===== src/rtl/venom_pkg.sv =====
// rtl/venom_pkg.sv - shared types and constants for the venom hit detector
//
// Holds the FSM state encoding, the default screen limits and the 11-bit
// absolute-difference helper used by the overlap comparator.
package venom_pkg;

  typedef enum logic [2:0] {
    ST_IDLE,
    ST_SAMPLE,
    ST_EVAL,
    ST_COOLDOWN,
    ST_DEAD
  } state_t;

  localparam int X_MAX_DEFAULT = 639;
  localparam int Y_MAX_DEFAULT = 479;

  // Widened to 11 bits so the difference of two 10-bit values never wraps.
  function automatic logic [10:0] abs_diff(input logic [9:0] a, input logic [9:0] b);
    logic [10:0] wa;
    logic [10:0] wb;
    wa = {1'b0, a};
    wb = {1'b0, b};
    return (wa >= wb) ? (wa - wb) : (wb - wa);
  endfunction

endpackage


===== src/rtl/box_overlap.sv =====
// rtl/box_overlap.sv - combinational centre/half-size box overlap test
//
// Ports:
//   a_x, a_y, a_s : first box centre and half-size (10 bits each)
//   b_x, b_y, b_s : second box centre and half-size (10 bits each)
//   overlap       : both axis distances are within the summed half-sizes
module box_overlap
  import venom_pkg::*;
(
  input  logic [9:0] a_x,
  input  logic [9:0] a_y,
  input  logic [9:0] a_s,
  input  logic [9:0] b_x,
  input  logic [9:0] b_y,
  input  logic [9:0] b_s,
  output logic       overlap
);

  logic [10:0] dx;
  logic [10:0] dy;
  logic [10:0] size_sum;

  assign dx       = abs_diff(a_x, b_x);
  assign dy       = abs_diff(a_y, b_y);
  assign size_sum = {1'b0, a_s} + {1'b0, b_s};

  // Touching edges count as a hit.
  assign overlap  = (dx <= size_sum) && (dy <= size_sum);

endmodule


===== src/rtl/venom_hit_detector.sv =====
// rtl/venom_hit_detector.sv - projectile vs target hit detection with health and invulnerability
//
// Ports:
//   Clk, Reset_n            : clock and asynchronous active-low reset
//   frame_tick              : one-cycle strobe per frame
//   venomMovement           : projectile in flight
//   VenomX/Y/S              : projectile centre and half-size
//   targetX/Y/S             : target centre and half-size
//   collision               : one-cycle pulse, projectile consumed
//   hit                     : one-cycle pulse on a target hit
//   health                  : remaining target health
//   invuln                  : post-hit cooldown active
//   gameOver                : health exhausted
module venom_hit_detector
  import venom_pkg::*;
#(
  parameter int HEALTH_INIT   = 5,
  parameter int INVULN_FRAMES = 60,
  parameter int X_MAX         = X_MAX_DEFAULT,
  parameter int Y_MAX         = Y_MAX_DEFAULT
) (
  input  logic       Clk,
  input  logic       Reset_n,
  input  logic       frame_tick,
  input  logic       venomMovement,
  input  logic [9:0] VenomX,
  input  logic [9:0] VenomY,
  input  logic [9:0] VenomS,
  input  logic [9:0] targetX,
  input  logic [9:0] targetY,
  input  logic [9:0] targetS,
  output logic       collision,
  output logic       hit,
  output logic [2:0] health,
  output logic       invuln,
  output logic       gameOver
);

  localparam logic [9:0] X_LIM      = X_MAX[9:0];
  localparam logic [9:0] Y_LIM      = Y_MAX[9:0];
  localparam logic [2:0] HEALTH_RST = HEALTH_INIT[2:0];
  localparam logic [7:0] CNT_LOAD   = INVULN_FRAMES[7:0];

  state_t     state;
  logic [7:0] count;

  logic [9:0] cap_vx;
  logic [9:0] cap_vy;
  logic [9:0] cap_vs;
  logic [9:0] cap_tx;
  logic [9:0] cap_ty;
  logic [9:0] cap_ts;

  logic overlap;
  logic offscreen;

  box_overlap u_box_overlap (
    .a_x    (cap_vx),
    .a_y    (cap_vy),
    .a_s    (cap_vs),
    .b_x    (cap_tx),
    .b_y    (cap_ty),
    .b_s    (cap_ts),
    .overlap(overlap)
  );

  // Coordinates that wrapped below zero land above the limits as well.
  assign offscreen = (cap_vx > X_LIM) || (cap_vy > Y_LIM);

  always_ff @(posedge Clk or negedge Reset_n) begin
    if (!Reset_n) begin
      state     <= ST_IDLE;
      count     <= '0;
      health    <= HEALTH_RST;
      collision <= 1'b0;
      hit       <= 1'b0;
      invuln    <= 1'b0;
      gameOver  <= 1'b0;
      cap_vx    <= '0;
      cap_vy    <= '0;
      cap_vs    <= '0;
      cap_tx    <= '0;
      cap_ty    <= '0;
      cap_ts    <= '0;
    end else begin
      collision <= 1'b0;
      hit       <= 1'b0;

      // invuln trails the counter by one cycle.
      if (invuln && (count == 8'd0)) begin
        invuln <= 1'b0;
      end

      case (state)
        ST_IDLE, ST_COOLDOWN: begin
          if (frame_tick) begin
            if ((state == ST_COOLDOWN) && (count != 8'd0)) begin
              count <= count - 8'd1;
            end
            if (venomMovement) begin
              cap_vx <= VenomX;
              cap_vy <= VenomY;
              cap_vs <= VenomS;
              cap_tx <= targetX;
              cap_ty <= targetY;
              cap_ts <= targetS;
              state  <= ST_SAMPLE;
            end
          end else if ((state == ST_COOLDOWN) && (count == 8'd0)) begin
            state <= ST_IDLE;
          end
        end

        // The comparison runs combinationally off the capture registers, so
        // the result is registered here and shows up while in EVAL.
        ST_SAMPLE: begin
          if (!venomMovement) begin
            state <= (count != 8'd0) ? ST_COOLDOWN : ST_IDLE;
          end else begin
            collision <= overlap || offscreen;
            hit       <= overlap;
            state     <= ST_EVAL;
            if (overlap && !invuln) begin
              if (health <= 3'd1) begin
                health   <= 3'd0;
                gameOver <= 1'b1;
                invuln   <= 1'b0;
                count    <= 8'd0;
                state    <= ST_DEAD;
              end else begin
                health <= health - 3'd1;
                count  <= CNT_LOAD;
                invuln <= 1'b1;
              end
            end
          end
        end

        ST_EVAL: begin
          state <= (count != 8'd0) ? ST_COOLDOWN : ST_IDLE;
        end

        ST_DEAD: begin
          state <= ST_DEAD;
        end

        default: begin
          state <= ST_IDLE;
        end
      endcase
    end
  end

endmodule

===== config.mk =====
export PLATFORM = sky130hd
export DESIGN_NAME = venom_hit_detector
export DESIGN_NICKNAME = d
export VERILOG_FILES = /design/src/rtl/venom_pkg.sv /design/src/rtl/box_overlap.sv /design/src/rtl/venom_hit_detector.sv
export SDC_FILE = /design/constraint.sdc
export NUM_CORES = 1
export LEC_CHECK = 0
export ABC_AREA = 1
export CAP_MARGIN = 5
export CORE_MARGIN = 2
export CORE_UTILIZATION = 54
export CTS_BUF_LIST = sky130_fd_sc_hd__clkbuf_2 sky130_fd_sc_hd__clkbuf_4 sky130_fd_sc_hd__clkbuf_8
export CTS_CLUSTER_SIZE = 14
export DETAILED_ROUTE_END_ITERATION = 16
export GPL_ROUTABILITY_DRIVEN = 0
export GPL_TIMING_DRIVEN = 0
export PLACE_DENSITY = 0.79
export SYNTH_ARGS = -nofsm -noshare
export SYNTH_HDL_FRONTEND = slang
export SYNTH_HIERARCHICAL = 1
export SYNTH_SLANG_ARGS = --single-unit

===== constraint.sdc =====
create_clock -name Clk -period 3.3 [get_ports Clk]
set_input_delay 0.825 -clock Clk [delete_from_list [all_inputs] [get_ports Clk]]
set_output_delay 0.825 -clock Clk [all_outputs]
set_load 0.02 [all_outputs]

==> flow_summary.json <==
{
  "fin_nets": 1314,
  "cp.arrival_ns": 3.72,
  "cts_tree": "yes",
  "dr.pass1.iters": 5,
  "ys_ff_latch": 78,
  "cts_max_level": 3,
  "finalHoldViolCount": 0,
  "setup_viol": 15,
  "synthFlopType": "dfrtp_1",
  "synth_nets": 1179,
  "highest-signal-layer": "met4",
  "diodes": 0,
  "endpoint_kind": "register",
  "ys_seq_area_frac": 0.2789,
  "synth_area_leader_cell": "dfrtp_1",
  "crit_top_cell": "nand2_1",
  "dp_slack_ns": -0.5918,
  "syn_area_per_cell_sq_um": 6.770,
  "yosys-top-cells-count": "nand2_1 (379), inv_1 (144), nand3_1 (126)",
  "path_clk_slew_ns": 0.10,
  "nFillCells": 988,
  "muxShareOfSynthArea": 0,
  "tightest_slew_ns": 0.5960,
  "max_slew_margin": 0.6026,
  "drive_above_1_share": 0.2264,
  "coreArea_sq_um": 12620,
  "synth_warnings": 6,
  "die_x_um": 117.9,
  "yosysMostFrequentCell": "nand2_1",
  "holdWs_ns": 0.3562,
  "crit_required_ns": 3.56,
  "slew_violations": 0,
  "hp-class": "in -> async",
  "yosysTopAreaCellShare": 0.2714,
  "synthXorXnorAreaFrac": 0.03125,
  "synth_compound_area_frac": 0.06125,
  "insertion_delay_ns": 0.37,
  "io_pins": 71,
  "numClockSinks": 78,
  "yosys.area_share.simple": 0.3675,
  "grt_usage": 0.2879,
  "cp_num_buf_inv": 5,
  "dp_cells": 1277,
  "ant_nets": 0,
  "maxCapViolCount": 0,
  "grt_overflow": 0,
  "grt_max_degree": 56,
  "netlist_area_sq_um": 7007,
  "port_buffers": 69,
  "critical_path.max_fanout": 8,
  "rsz0062_at_grt": "true",
  "crit_slowest_cell": "fa_2",
  "num_rows": 41,
  "grt_pass1_wl_um": 32620,
  "fmax_mhz": 289.3,
  "die_h_um": 117.9,
  "die-area_sq_um": 13900,
  "drc": 0,
  "synthCells": 1035,
  "max_stage_delay_ns": 0.40,
  "cts-root-buf": "clkbuf_8",
  "cts_buffers": 9,
  "synth_top_family_by_area": "simple AND/OR/NAND/NOR gates",
  "status": "finished, violations left",
  "routed_wl_um": 20270,
  "violations": "negative setup slack",
  "post_drt_wl_per_cell_um": 15.05,
  "yosysUniqueCellTypes": 40,
  "finalWorstSetupSlack_ns": -0.1570,
  "drtIter0Drc": 548,
  "crit_family": "simple AND/OR/NAND/NOR gates",
  "synth_area_leaders": "dfrtp_1 (27%), nand2_1 (20%), ha_1 (13%)",
  "start_util": 0.5552,
  "fin_crit_ns": 3.457,
  "yosys.area_share.adder": 0.1482,
  "area_growth_pct": 32.50,
  "via_per_inst": 5.416,
  "wl_met2_um": 9717,
  "fin_cells": 1347,
  "final.setup.tns_ns": -1.656,
  "period_share": 1.048,
  "antenna_found_initial": 0,
  "via_count": 7295,
  "drt-met1-wl_um": 8414,
  "met3_length_um": 1467,
  "dp_hpwl_um": 14120,
  "synth_edf_count": 0,
  "clock_skew_ns": 0.01290,
  "grt_pass1_vias": 7000,
  "crit_type": "reg -> reg",
  "cts.path.max_buffers": 2,
  "async_flop_share": 1.000,
  "startpoint_type": "register"
}
area by class of cell:
type	count	area, sq um	area share
clock buffers	9	123.9	0.01334
inverters	151	569.3	0.06132
repair buffers	127	1202	0.1295
multi-input cells	776	4896	0.5274
flip-flops and latches	78	1959	0.2111
well taps	172	215.2	0.02318
plain buffers	27	236.5	0.02547
clock inverters	7	81.33	0.008760
registers in the layout, indices dropped and copies added, names as in the netlist:
| register | flops |
|---|---|
| collision | 1 |
| state | 3 |
| gameOver | 1 |
| count | 8 |
| cap_vx | 10 |
| hit | 1 |
| cap_tx | 10 |
| health | 3 |
| cap_ts | 10 |
| cap_ty | 10 |
| cap_vy | 10 |
| cap_vs | 10 |
| invuln | 1 |
timing repair:
item                       CTS  global route
hold buffers                 0             0
gates cloned                 2             0
setup endpoints to repair   15            16
setup buffers               45            10
gates resized for setup    119            63
pin swaps                   46            44
placed cells by master, fill, tap and decap left out, types with 20 or more instances in the layout:
cell / synthesis / final
nand2_1: 379 / 340
inv_1: 144 / 134
nand3_1: 126 / 118
dfrtp_1: 76 / 72
clkdlybuf4s50_1: 0 / 68
buf_4: 10 / 56
ha_1: 75 / 48
nand2_2: 10 / 43
nor2_1: 43 / 33
a21oi_1: 37 / 23
buf_6: 7 / 20
path summary, 6_finish.rpt:
check,cells after the start,to,start,slack [ns]
min,1,cap_tx[4]$_DFFE_PN0P_,Reset_n,0.36
min in group Clk,2,gameOver$_DFFE_PN0P_,gameOver$_DFFE_PN0P_,0.48
max,26,count[0]$_DFFE_PN0P_,cap_tx[0]$_DFFE_PN0P_,-0.16
max reg2reg,26,count[0]$_DFFE_PN0P_,cap_tx[0]$_DFFE_PN0P_,-0.16
min reg2reg,2,gameOver$_DFFE_PN0P_,gameOver$_DFFE_PN0P_,0.48
max in group asynchronous,2,health[2]$_DFFE_PN1P_,Reset_n,2.32
metal layers:
metal	track usage	vias to the layer above
met5	0	-
met3	0.05669	58
met4	0.1062	0
li1	-	3548
met1	0.3655	3391
met2	0.4858	298
cell families after synthesis:
logic type	Yosys count
compound gates	76
xor+xnor	25
fa+ha+maj	80
buf+inv	181
flops	78
simple gates	595
metrics by stage:
stage,cell area (sq um),util
after detailed placement,7938,0.6290
after global placement,7913,0.6270
after global routing,9284,0.7357
final,9284,0.7357
after CTS,8930,0.7076
after floorplan,7007,-
Power of run 1 is left out: the tool's default activity adds up to more than one toggle a clock period on the data nets, which glitch-free logic cannot reach.
